### src/rtl/hp_bar_overlay_if.sv
// Video pipeline bundle for the HP bar overlay stage.
// Carries timing, pixel, mouse and screen-select signals.
interface hp_bar_overlay_if;
    logic        hblnk;
    logic        vblnk;
    logic        hsync;
    logic        vsync;
    logic [10:0] hcount;
    logic [9:0]  vcount;
    logic [11:0] rgb;
    logic [11:0] xpos_mouse;
    logic [11:0] ypos_mouse;
    logic        select;

    modport master (
        output hblnk, vblnk, hsync, vsync, hcount, vcount,
        output rgb, xpos_mouse, ypos_mouse, select
    );

    modport slave (
        input hblnk, vblnk, hsync, vsync, hcount, vcount,
        input rgb, xpos_mouse, ypos_mouse, select
    );
endinterface

### src/rtl/hp_bar_overlay.sv
// N-player HP bar overlay with damage trail, low-HP blink
// and a latched game-end state machine.
module hp_bar_overlay #(
    parameter int          N_PLAYERS  = 2,
    parameter int          HP_W       = 8,
    parameter int          BAR_X      = 810,
    parameter int          BAR_Y0     = 40,
    parameter int          BAR_H      = 16,
    parameter int          BAR_PITCH  = 30,
    parameter int          LOW_THR    = 32,
    parameter int          BLINK_LOG2 = 4,
    parameter logic [11:0] COL_OUR    = 12'h3A0,
    parameter logic [11:0] COL_ENEMY  = 12'hF20,
    parameter logic [11:0] COL_GHOST  = 12'hFF0,
    localparam int         WIN_W      = (N_PLAYERS > 1) ? $clog2(N_PLAYERS) : 1
) (
    input  logic                      clk,
    input  logic                      rst,
    hp_bar_overlay_if.slave           in_if,
    hp_bar_overlay_if.master          out_if,
    input  logic                      restart,
    input  logic [N_PLAYERS*HP_W-1:0] hp_state,
    output logic [1:0]                game_end,
    output logic [WIN_W-1:0]          winner
);

    typedef enum logic [1:0] {IDLE, PLAYING, ENDED} state_t;

    state_t                state_q;
    logic [1:0]            game_end_q;
    logic [WIN_W-1:0]      winner_q;
    logic                  prev_vblnk_q;
    logic [BLINK_LOG2-1:0] frame_q;
    logic [HP_W-1:0]       ghost_q [N_PLAYERS];
    logic [HP_W-1:0]       ghost_d [N_PLAYERS];
    logic [HP_W-1:0]       hp      [N_PLAYERS];

    logic        hblnk_q, vblnk_q, hsync_q, vsync_q, select_q;
    logic [10:0] hcount_q;
    logic [9:0]  vcount_q;
    logic [11:0] rgb_q, rgb_d;
    logic [11:0] xpos_q, ypos_q;

    logic             frame_tick;
    logic             blink_on;
    logic [7:0]       alive_c;
    logic [WIN_W-1:0] surv_c;
    logic [11:0]      hc, vc, top, hp_end, gh_end;
    logic             in_row, low;

    assign frame_tick = in_if.vblnk & ~prev_vblnk_q;
    assign blink_on   = ~frame_q[BLINK_LOG2-1];
    assign hc         = {1'b0, in_if.hcount};
    assign vc         = {2'b0, in_if.vcount};

    // Unpack HP, count survivors and remember the highest surviving index.
    always_comb begin
        alive_c = '0;
        surv_c  = '0;
        for (int i = 0; i < N_PLAYERS; i++) begin
            hp[i] = hp_state[i*HP_W +: HP_W];
            if (hp[i] != '0) begin
                alive_c = alive_c + 8'd1;
                surv_c  = WIN_W'(i);
            end
        end
    end

    // Damage trail: heals jump up, damage drains one step per frame.
    always_comb begin
        for (int i = 0; i < N_PLAYERS; i++) begin
            ghost_d[i] = ghost_q[i];
            if (frame_tick) begin
                if (hp[i] > ghost_q[i])
                    ghost_d[i] = hp[i];
                else if (ghost_q[i] > hp[i])
                    ghost_d[i] = ghost_q[i] - 1'b1;
            end
        end
    end

    // Pixel colour; walk from the last player down so index 0 wins overlaps.
    always_comb begin
        rgb_d  = in_if.rgb;
        top    = '0;
        hp_end = '0;
        gh_end = '0;
        in_row = 1'b0;
        low    = 1'b0;
        if (in_if.select) begin
            for (int i = N_PLAYERS - 1; i >= 0; i--) begin
                top    = 12'(BAR_Y0 + i * BAR_PITCH);
                hp_end = 12'(BAR_X) + 12'(hp[i]);
                gh_end = 12'(BAR_X) + 12'(ghost_q[i]);
                in_row = (vc >= top) && (vc < top + 12'(BAR_H));
                low    = (hp[i] != '0) && (12'(hp[i]) <= 12'(LOW_THR));
                if (in_row) begin
                    if (hc >= 12'(BAR_X) && hc < hp_end) begin
                        if (low && !blink_on)
                            rgb_d = in_if.rgb;
                        else
                            rgb_d = (i == 0) ? COL_OUR : COL_ENEMY;
                    end else if (hc >= hp_end && hc < gh_end) begin
                        rgb_d = COL_GHOST;
                    end
                end
            end
        end
    end

    // Frame edge detect, blink counter and ghost state.
    always_ff @(posedge clk or posedge rst) begin
        if (rst) begin
            prev_vblnk_q <= 1'b0;
            frame_q      <= '0;
            for (int i = 0; i < N_PLAYERS; i++)
                ghost_q[i] <= '0;
        end else begin
            prev_vblnk_q <= in_if.vblnk;
            if (frame_tick)
                frame_q <= frame_q + 1'b1;
            for (int i = 0; i < N_PLAYERS; i++)
                ghost_q[i] <= ghost_d[i];
        end
    end

    // One-cycle register stage for every pass-through and the pixel.
    always_ff @(posedge clk or posedge rst) begin
        if (rst) begin
            hblnk_q  <= 1'b0;
            vblnk_q  <= 1'b0;
            hsync_q  <= 1'b0;
            vsync_q  <= 1'b0;
            select_q <= 1'b0;
            hcount_q <= '0;
            vcount_q <= '0;
            rgb_q    <= '0;
            xpos_q   <= '0;
            ypos_q   <= '0;
        end else begin
            hblnk_q  <= in_if.hblnk;
            vblnk_q  <= in_if.vblnk;
            hsync_q  <= in_if.hsync;
            vsync_q  <= in_if.vsync;
            select_q <= in_if.select;
            hcount_q <= in_if.hcount;
            vcount_q <= in_if.vcount;
            rgb_q    <= rgb_d;
            xpos_q   <= in_if.xpos_mouse;
            ypos_q   <= in_if.ypos_mouse;
        end
    end

    // Game-end FSM; a decided result stays latched until restart.
    always_ff @(posedge clk or posedge rst) begin
        if (rst) begin
            state_q    <= IDLE;
            game_end_q <= 2'd0;
            winner_q   <= '0;
        end else begin
            unique case (state_q)
                IDLE: begin
                    if (in_if.select && alive_c == 8'(N_PLAYERS))
                        state_q <= PLAYING;
                end
                PLAYING: begin
                    if (alive_c <= 8'd1) begin
                        state_q <= ENDED;
                        if (alive_c == 8'd0) begin
                            game_end_q <= 2'd3;
                            winner_q   <= '0;
                        end else if (hp[0] != '0) begin
                            game_end_q <= 2'd1;
                            winner_q   <= '0;
                        end else begin
                            game_end_q <= 2'd2;
                            winner_q   <= surv_c;
                        end
                    end else if (!in_if.select) begin
                        state_q <= IDLE;
                    end
                end
                ENDED: begin
                    if (restart) begin
                        state_q    <= IDLE;
                        game_end_q <= 2'd0;
                        winner_q   <= '0;
                    end
                end
                default: begin
                    state_q    <= IDLE;
                    game_end_q <= 2'd0;
                    winner_q   <= '0;
                end
            endcase
        end
    end

    assign out_if.hblnk      = hblnk_q;
    assign out_if.vblnk      = vblnk_q;
    assign out_if.hsync      = hsync_q;
    assign out_if.vsync      = vsync_q;
    assign out_if.hcount     = hcount_q;
    assign out_if.vcount     = vcount_q;
    assign out_if.rgb        = rgb_q;
    assign out_if.xpos_mouse = xpos_q;
    assign out_if.ypos_mouse = ypos_q;
    assign out_if.select     = select_q;
    assign game_end          = game_end_q;
    assign winner            = winner_q;

endmodule
### src/flat_wrapper.sv
// flat-port wrapper written by rule: the top's interface ports become plain ports
module hp_bar_overlay_flat 
#(
    parameter int          N_PLAYERS  = 2,
    parameter int          HP_W       = 8,
    parameter int          BAR_X      = 810,
    parameter int          BAR_Y0     = 40,
    parameter int          BAR_H      = 16,
    parameter int          BAR_PITCH  = 30,
    parameter int          LOW_THR    = 32,
    parameter int          BLINK_LOG2 = 4,
    parameter logic [11:0] COL_OUR    = 12'h3A0,
    parameter logic [11:0] COL_ENEMY  = 12'hF20,
    parameter logic [11:0] COL_GHOST  = 12'hFF0,
    localparam int         WIN_W      = (N_PLAYERS > 1) ? $clog2(N_PLAYERS) : 1
)
  (clk, rst, restart, hp_state, game_end, winner, in_if_hblnk, in_if_vblnk, in_if_hsync, in_if_vsync, in_if_hcount, in_if_vcount, in_if_rgb, in_if_xpos_mouse, in_if_ypos_mouse, in_if_select, out_if_hblnk, out_if_vblnk, out_if_hsync, out_if_vsync, out_if_hcount, out_if_vcount, out_if_rgb, out_if_xpos_mouse, out_if_ypos_mouse, out_if_select);
  hp_bar_overlay_if in_if_i ();
  hp_bar_overlay_if out_if_i ();
  input  logic clk;
  input  logic rst;
  input  logic restart;
  input  logic [N_PLAYERS*HP_W-1:0] hp_state;
  output logic [1:0] game_end;
  output logic [WIN_W-1:0] winner;
  input wire logic [$bits(in_if_i.hblnk)-1:0] in_if_hblnk;
  input wire logic [$bits(in_if_i.vblnk)-1:0] in_if_vblnk;
  input wire logic [$bits(in_if_i.hsync)-1:0] in_if_hsync;
  input wire logic [$bits(in_if_i.vsync)-1:0] in_if_vsync;
  input wire logic [$bits(in_if_i.hcount)-1:0] in_if_hcount;
  input wire logic [$bits(in_if_i.vcount)-1:0] in_if_vcount;
  input wire logic [$bits(in_if_i.rgb)-1:0] in_if_rgb;
  input wire logic [$bits(in_if_i.xpos_mouse)-1:0] in_if_xpos_mouse;
  input wire logic [$bits(in_if_i.ypos_mouse)-1:0] in_if_ypos_mouse;
  input wire logic [$bits(in_if_i.select)-1:0] in_if_select;
  output wire logic [$bits(out_if_i.hblnk)-1:0] out_if_hblnk;
  output wire logic [$bits(out_if_i.vblnk)-1:0] out_if_vblnk;
  output wire logic [$bits(out_if_i.hsync)-1:0] out_if_hsync;
  output wire logic [$bits(out_if_i.vsync)-1:0] out_if_vsync;
  output wire logic [$bits(out_if_i.hcount)-1:0] out_if_hcount;
  output wire logic [$bits(out_if_i.vcount)-1:0] out_if_vcount;
  output wire logic [$bits(out_if_i.rgb)-1:0] out_if_rgb;
  output wire logic [$bits(out_if_i.xpos_mouse)-1:0] out_if_xpos_mouse;
  output wire logic [$bits(out_if_i.ypos_mouse)-1:0] out_if_ypos_mouse;
  output wire logic [$bits(out_if_i.select)-1:0] out_if_select;
  assign in_if_i.hblnk = in_if_hblnk;
  assign in_if_i.vblnk = in_if_vblnk;
  assign in_if_i.hsync = in_if_hsync;
  assign in_if_i.vsync = in_if_vsync;
  assign in_if_i.hcount = in_if_hcount;
  assign in_if_i.vcount = in_if_vcount;
  assign in_if_i.rgb = in_if_rgb;
  assign in_if_i.xpos_mouse = in_if_xpos_mouse;
  assign in_if_i.ypos_mouse = in_if_ypos_mouse;
  assign in_if_i.select = in_if_select;
  assign out_if_hblnk = out_if_i.hblnk;
  assign out_if_vblnk = out_if_i.vblnk;
  assign out_if_hsync = out_if_i.hsync;
  assign out_if_vsync = out_if_i.vsync;
  assign out_if_hcount = out_if_i.hcount;
  assign out_if_vcount = out_if_i.vcount;
  assign out_if_rgb = out_if_i.rgb;
  assign out_if_xpos_mouse = out_if_i.xpos_mouse;
  assign out_if_ypos_mouse = out_if_i.ypos_mouse;
  assign out_if_select = out_if_i.select;
  hp_bar_overlay #(.N_PLAYERS(N_PLAYERS), .HP_W(HP_W), .BAR_X(BAR_X), .BAR_Y0(BAR_Y0), .BAR_H(BAR_H), .BAR_PITCH(BAR_PITCH), .LOW_THR(LOW_THR), .BLINK_LOG2(BLINK_LOG2), .COL_OUR(COL_OUR), .COL_ENEMY(COL_ENEMY), .COL_GHOST(COL_GHOST)) u_core (.clk(clk), .rst(rst), .in_if(in_if_i), .out_if(out_if_i), .restart(restart), .hp_state(hp_state), .game_end(game_end), .winner(winner));
endmodule
### config.mk
export PLATFORM = sky130hd
export DESIGN_NAME = hp_bar_overlay_flat
export DESIGN_NICKNAME = d
export VERILOG_FILES = /design/src/rtl/hp_bar_overlay_if.sv /design/src/rtl/hp_bar_overlay.sv /design/src/flat_wrapper.sv
export SDC_FILE = /design/constraint.sdc
export NUM_CORES = 1
export LEC_CHECK = 0
export ABC_CLOCK_PERIOD_IN_PS = 2800
export CAP_MARGIN = 20
export CORE_MARGIN = 5
export CORE_UTILIZATION = 44
export CTS_CLUSTER_SIZE = 24
export DETAILED_ROUTE_END_ITERATION = 6
export PLACE_DENSITY = 0.77
export SYNTH_ARGS = -nofsm -noshare
export SYNTH_HDL_FRONTEND = slang
export SYNTH_SLANG_ARGS = --single-unit
### constraint.sdc
create_clock -name clk -period 2.8 [get_ports clk]
set_input_delay 0.7 -clock clk [delete_from_list [all_inputs] [get_ports clk]]
set_output_delay 0.7 -clock clk [all_outputs]
set_load 0.01 [all_outputs]
==> impl_metrics.json, run 1 <==
{
  "regArea_um2": 2180,
  "dpl_cell_area_um2": 7650,
  "die_w_um": 119,
  "coreArea_um2": 11900,
  "r2r-start": "u_core.ghost_q[1]",
  "cts-buffers-inserted": 9,
  "first_pass_iters": 5,
  "synth-async-reset-ratio_pct": 100,
  "rsz0062_at_grt": "true",
  "yosysMostFrequentCell": "dfrtp_1",
  "ys.warnings.count": 0,
  "grt-ovfl-total": 0,
  "clk_latency_ns": 0.35,
  "setup-tns-final_ns": -1.78,
  "setup.worst_path.start": "hp_state[10]",
  "ys.flop_type": "dfrtp_1",
  "final_antenna_net_count": 0,
  "final-setup-viol-count": 12,
  "crit_path_end": "u_core.out_if.rgb[8]",
  "nFillCells": 868,
  "fmax_mhz": 336,
  "placementRows": 40,
  "slew_headroom_pct": 63.6,
  "clock_skew_ns": 0.00739,
  "violations": "setup timing",
  "cp_max_fo": 6,
  "io_buffers": 145,
  "ys_ff_latch": 87,
  "cts.sinks": 87,
  "cts_tree": "built",
  "cp_common_cell": "a221o_1",
  "syn_area_um2": 5260,
  "antennaDiodeCount": 0,
  "status": "complete, but fails checks",
  "arrival_ns": 3.17,
  "worstPathCellList": "buf_12, ha_4, o21ai_4, a21boi_2, xnor2_1, ha_1, buf_4, a221o_1, a221o_1, a31o_1, a32oi_2, buf_6, a41oi_2",
  "p_leak_uw": 0.00376,
  "via_count": 5181,
  "cp.required_ns": 3.00,
  "ioPinCount": 146,
  "path_class": "primary input to flop",
  "final_area_um2": 8200,
  "synth_nets": 671,
  "synth_commonest_cells": "dfrtp_1 (87), ha_1 (69), inv_1 (45)",
  "power_density_nw_per_um2": 678,
  "totalWireLength_um": 17200,
  "report.final.slew_viol_count": 0,
  "cts_root_buffer": "clkbuf_16",
  "drive_gt1_share_pct": 20.5,
  "dieArea_um2": 14300,
  "holdCritPathClass": "flop to flop",
  "grtUsageTotal_pct": 24.1,
  "r2r_slack_ns": -0.10,
  "drc": 0,
  "tightest_slew_ns": 0.540,
  "routabilityCongestion": 0.894,
  "crit_path_start_kind": "primary input",
  "period_share_pct": 106,
  "grt_pass1_vias": 5391,
  "power.total_uw": 5560,
  "final_util_pct": 69.1,
  "syn2layout_area_growth_pct": 55.8,
  "clk_pin_slew_worst_paths_ns": 0.06,
  "ir_drop_mv": 0.350,
  "cpMaxStageDelayCell": "a221o_1",
  "critPathMaxStageDelay_ns": 0.38,
  "final_net_count": 923,
  "synth_top_cell_by_area": "dfrtp_1",
  "routedWlPerCell_um": 18.6,
  "synth_edf_count": 0,
  "vias_per_cell": 5.61,
  "syn_avg_cell_area_um2": 10.1,
  "finalCriticalPeriod_ns": 2.98,
  "drtIter0Drc": 400,
  "endpoint_kind": "flop",
  "start_util_pct": 44.4,
  "hold_slack_ns": 0.498,
  "setup_slack_ns": -0.176,
  "synthCells": 521,
  "synthTopCellsByArea": "dfrtp_1 (41%), ha_1 (16%), a21oi_1 (3.2%), inv_1 (3.2%), xnor2_1 (2.7%)",
  "multiInputGateArea_um2": 3090,
  "grt_pass1_wl_um": 27400,
  "r2r-end": "u_core.out_if.rgb[1]",
  "detailed_place_hpwl_um": 13300,
  "grt_max_degree": 88,
  "clockBufferDepth": 2,
  "cts_htree_levels": 3,
  "drv_cap": 0,
  "r2r.worst_path.cells": 12,
  "antenna_found_initial": 0,
  "die_y_um": 119,
  "ys_seq_area_share_pct": 41.4,
  "hold_viol": 0,
  "yosysUniqueCellTypes": 55,
  "synth_top_cell_area_share_pct": 41.4
}
sequential cells by signal (all words and copies together) (netlist names):
signal / count
u_core.frame_q: 4
u_core.game_end: 2
u_core.ghost_q: 16
u_core.out_if.hblnk: 1
u_core.out_if.hcount: 11
u_core.out_if.hsync: 1
u_core.out_if.rgb: 12
u_core.out_if.select: 1
u_core.out_if.vcount: 10
u_core.out_if.vsync: 1
u_core.out_if.xpos_mouse: 12
u_core.out_if.ypos_mouse: 12
u_core.prev_vblnk_q: 1
u_core.state_q: 2
u_core.winner: 1
per-stage QoR:
step / setup WS (ns) / instances
finish: -0.176 / 923
global route: -0.248 / 923
floorplan: -0.248 / 521
global placement: -0.930 / 900
CTS: -0.178 / 919
detailed placement: -1.04 / 900
placed cells by master (no fill, tap or decap), drive strengths merged, types with 4 or more instances in the layout:
cell / n
and3: 4
dfrtp: 87
nor2b: 12
nor2: 33
ha: 69
o21ai: 23
inv: 44
a21oi: 34
o22ai: 5
a41o: 4
mux2i: 13
xor2: 9
a211oi: 11
nand2b: 6
nor4: 9
clkbuf: 10
nand3: 9
a21o: 6
o2bb2ai: 11
xnor2: 16
buf: 106
nand4: 13
nor3: 7
o211ai: 16
nand2: 29
clkdlybuf4s50: 133
a31oi: 5
report_power, final:
group	leakage, uW	internal, uW	total (uW)	switching (uW)
logic	0.00259	1280	2620	1330
registers	0.00102	1450	1660	209
clock network	0.000148	775	1280	508
layout make-up:
class                      instances  area share (%)
clock inverter                     5            1.04
sequential                        87            26.6
clock buffer                       9            2.75
tap                              147            2.24
inverter                          45            2.11
multi-input combinational        383            37.7
timing repair buffer             247            27.6
layer usage:
metal	vias to the layer above	routed length (um)	global-route usage (%)
met3	43	1080	5.22
li1	2426	-	-
met1	2490	7190	29.2
met2	222	8340	41.4
met5	-	0	0
met4	0	572	10.1
worst min path at each step:
stage / startpoint / end / slack, ns / cells past startpoint
after floorplan: u_core.frame_q[2] / u_core.frame_q[2] / 0.45 / 1
after global placement: u_core.frame_q[2] / u_core.frame_q[2] / 0.46 / 1
after detailed placement: u_core.frame_q[2] / u_core.frame_q[2] / 0.48 / 1
after CTS: u_core.frame_q[2] / u_core.frame_q[2] / 0.49 / 1
after global routing: u_core.frame_q[0] / u_core.frame_q[0] / 0.52 / 1
final: u_core.frame_q[2] / u_core.frame_q[2] / 0.50 / 1
worst max-delay path, delay by kind of cell:
kind	cells	cell delay, ns
compound gates	7	1.42
xor+xnor	1	0.13
fa+ha+maj	2	0.49
buf+inv	3	0.42
timing repair:
action / in CTS / in global routing
cloned: 1 / 0
hold buffers: 0 / 0
buffers inserted: 4 / 4
endpoints found under the hold margin: 0 / 0
pin swaps: 18 / 24
setup endpoints to repair: 12 / 12
resized for setup: 50 / 24
cells by family after synthesis:
| group | count (synthesis) | synth area share [%] |
|---|---|---|
| multiplexers | 13 | 2.47 |
| AO/OA/AOI/OAI | 140 | 18.6 |
| adder cells (fa/ha/maj) | 69 | 16.4 |
| XOR/XNOR | 25 | 4.16 |
| buffers and inverters | 51 | 3.71 |
| flip-flops | 87 | 41.4 |
| AND/OR/NAND/NOR | 136 | 13.3 |
Note: power is estimated with default switching activity, not from simulation.
==> run 2: changes to the inputs <==
SETUP_SLACK_MARGIN = 0.15   (was not set)
==> run 2 against run 1 <==
Compared with the run above: the flow still finishes with violations (setup timing); combinational power about the same; via count down 0.52%; count of clock-buffer cells in the layout unchanged; final cell count unchanged; clock skew shrank 0.0013 ns; sequential power about the same; first-iteration DRC count rose by 0.75%; global-route usage stayed put; cell area rose by 0.11%; critical path type unchanged; critical endpoint unchanged.
==> impl_metrics.json, run 2 (synthesis gave the netlist of run 1 again) <==
{
  "clockBufferDepth": 2,
  "antenna_found_initial": 0,
  "power_density_nw_per_um2": 678,
  "clockPowerShare_pct": 23.0,
  "final_common_cell": "clkdlybuf4s50_1",
  "p_int_uw": 3520,
  "tightest_slew_ns": 0.540,
  "final-setup-viol-count": 12,
  "final_antenna_net_count": 0,
  "die_w_um": 119,
  "grtUsageTotal_pct": 24.1,
  "hold_viol": 0,
  "dpl.cell_count": 900,
  "endpoint_kind": "flop",
  "first_pass_iters": 5,
  "routedWlPerCell_um": 18.6,
  "power_frac_comb_pct": 47.1,
  "crit_path_start_kind": "primary input",
  "cts_htree_levels": 3,
  "rsz0062_at_grt": "true",
  "cts_tree": "built",
  "final_util_pct": 69.2,
  "violations": "setup timing",
  "detailed_place_hpwl_um": 13300,
  "r2r_slack_ns": -0.09,
  "cts.sinks": 87,
  "antennaDiodeCount": 0,
  "instances_no_fill": 923,
  "coreArea_um2": 11900,
  "clk_latency_ns": 0.35,
  "setup_slack_ns": -0.176,
  "report.final.slew_viol_count": 0,
  "cts-buffers-inserted": 9,
  "cp.required_ns": 3.00,
  "finalCriticalPeriod_ns": 2.98,
  "grt_pass1_vias": 5391,
  "totalWireLength_um": 17100,
  "cts_hold_buffers": 0,
  "grt_pass1_wl_um": 27400,
  "cts_root_buffer": "clkbuf_16",
  "largest_reg_flops": 16,
  "ir_drop_mv": 0.349,
  "syn2layout_area_growth_pct": 55.9,
  "die_y_um": 119,
  "r2r-start": "u_core.ghost_q[1]",
  "fmax_mhz": 336,
  "drv_cap": 0,
  "routabilityCongestion": 0.894,
  "drc": 0,
  "p_leak_uw": 0.00376,
  "clk_pin_slew_worst_paths_ns": 0.06,
  "cp_max_fo": 6,
  "slew_headroom_pct": 63.6,
  "period_share_pct": 106,
  "io_buffers": 145,
  "holdCritPathClass": "flop to flop",
  "mostFrequentLayoutCells": "clkdlybuf4s50_1 (133), buf_4 (96), dfrtp_1 (87)",
  "p_sw_uw": 2050,
  "grt_max_degree": 88,
  "setup.worst_path.start": "hp_state[10]",
  "drive_gt1_share_pct": 20.9,
  "largest-register": "u_core.ghost_q",
  "grt-ovfl-total": 0,
  "clock_skew_ns": 0.00612,
  "start_util_pct": 44.4,
  "final_net_count": 923,
  "switching_share_pct": 36.8,
  "dieArea_um2": 14300,
  "ioPinCount": 146,
  "power_frac_seq_pct": 29.9,
  "status": "complete, but fails checks",
  "holdCritStartpoint": "u_core.frame_q[2]",
  "drtIter0Drc": 403,
  "vias_per_cell": 5.58,
  "arrival_ns": 3.17,
  "placementRows": 40,
  "via_count": 5154,
  "path_class": "primary input to flop"
}
run 2: cell count changes in the layout (fill, tap and decap cells not counted):
| cell | delta |
|---|---|
| o22a_1 | -1 |
| a21oi_1 | -2 |
| o22a_2 | +1 |
| a21oi_2 | +2 |
run 2: through the flow:
step	cell area (um^2)	hold WS (ns)	setup WS (ns)	setup TNS, ns	total power (uW)
floorplan	5330	0.445	-0.248	-2.81	3180
global placement	7650	0.460	-0.930	-13.38	4050
detailed placement	7650	0.478	-1.04	-16.02	4200
CTS	8080	0.491	-0.178	-1.66	5530
global route	8210	0.522	-0.248	-2.64	5960
finish	8210	0.495	-0.176	-1.77	5570
run 2: metal layers:
| layer | wire length, um | track usage, % | up-vias |
|---|---|---|---|
| met1 | 7180 | 29.2 | 2462 |
| met2 | 8300 | 41.4 | 217 |
| met4 | 578 | 10.1 | 0 |
| met3 | 1080 | 5.22 | 45 |
| li1 | - | - | 2430 |
| met5 | 0 | 0 | - |
run 2: final cells by class:
class / count / area (um^2)
inverters: 45 / 173
well taps: 147 / 184
clock buffers: 9 / 225
clock inverters: 5 / 85.1
flip-flops and latches: 87 / 2180
fillers: 868 / 3650
multi-input cells: 383 / 3100
repair buffers: 247 / 2260
run 2: worst paths after layout:
| kind | end | cells past startpoint |
|---|---|---|
| max | u_core.out_if.rgb[8] | 13 |
| min | u_core.frame_q[2] | 1 |
| max reg2reg | u_core.out_if.rgb[1] | 12 |
| min reg2reg | u_core.frame_q[2] | 1 |
| max in group asynchronous | u_core.out_if.hcount[4] | 3 |
| min in group asynchronous | u_core.out_if.xpos_mouse[7] | 3 |
run 2: power groups by stage:
stage	registers, uW	clock network, uW	logic, uW
CTS	1660	1300	2570
finish	1660	1280	2620
floorplan	1640	0	1540
global placement	1670	0	2380
detailed placement	1680	0	2530
global route	1690	1350	2920
run 2: timing repair:
| action | 4_1_cts | 5_1_grt |
|---|---|---|
| buffers inserted | 4 | 4 |
| pin swaps | 18 | 24 |
| gates resized for setup | 50 | 27 |
| gates cloned | 1 | 0 |
| setup endpoints to repair | 27 | 22 |
run 2: critical path: stages:
cell and delay (ns):
buf_12 0.11, ha_4 0.16, o21ai_4 0.13, a21boi_2 0.07, xnor2_1 0.13, ha_1 0.33, buf_4 0.14, a221o_1 0.38
a221o_1 0.30, a31o_1 0.19, a32oi_2 0.23, buf_6 0.17, a41oi_2 0.12
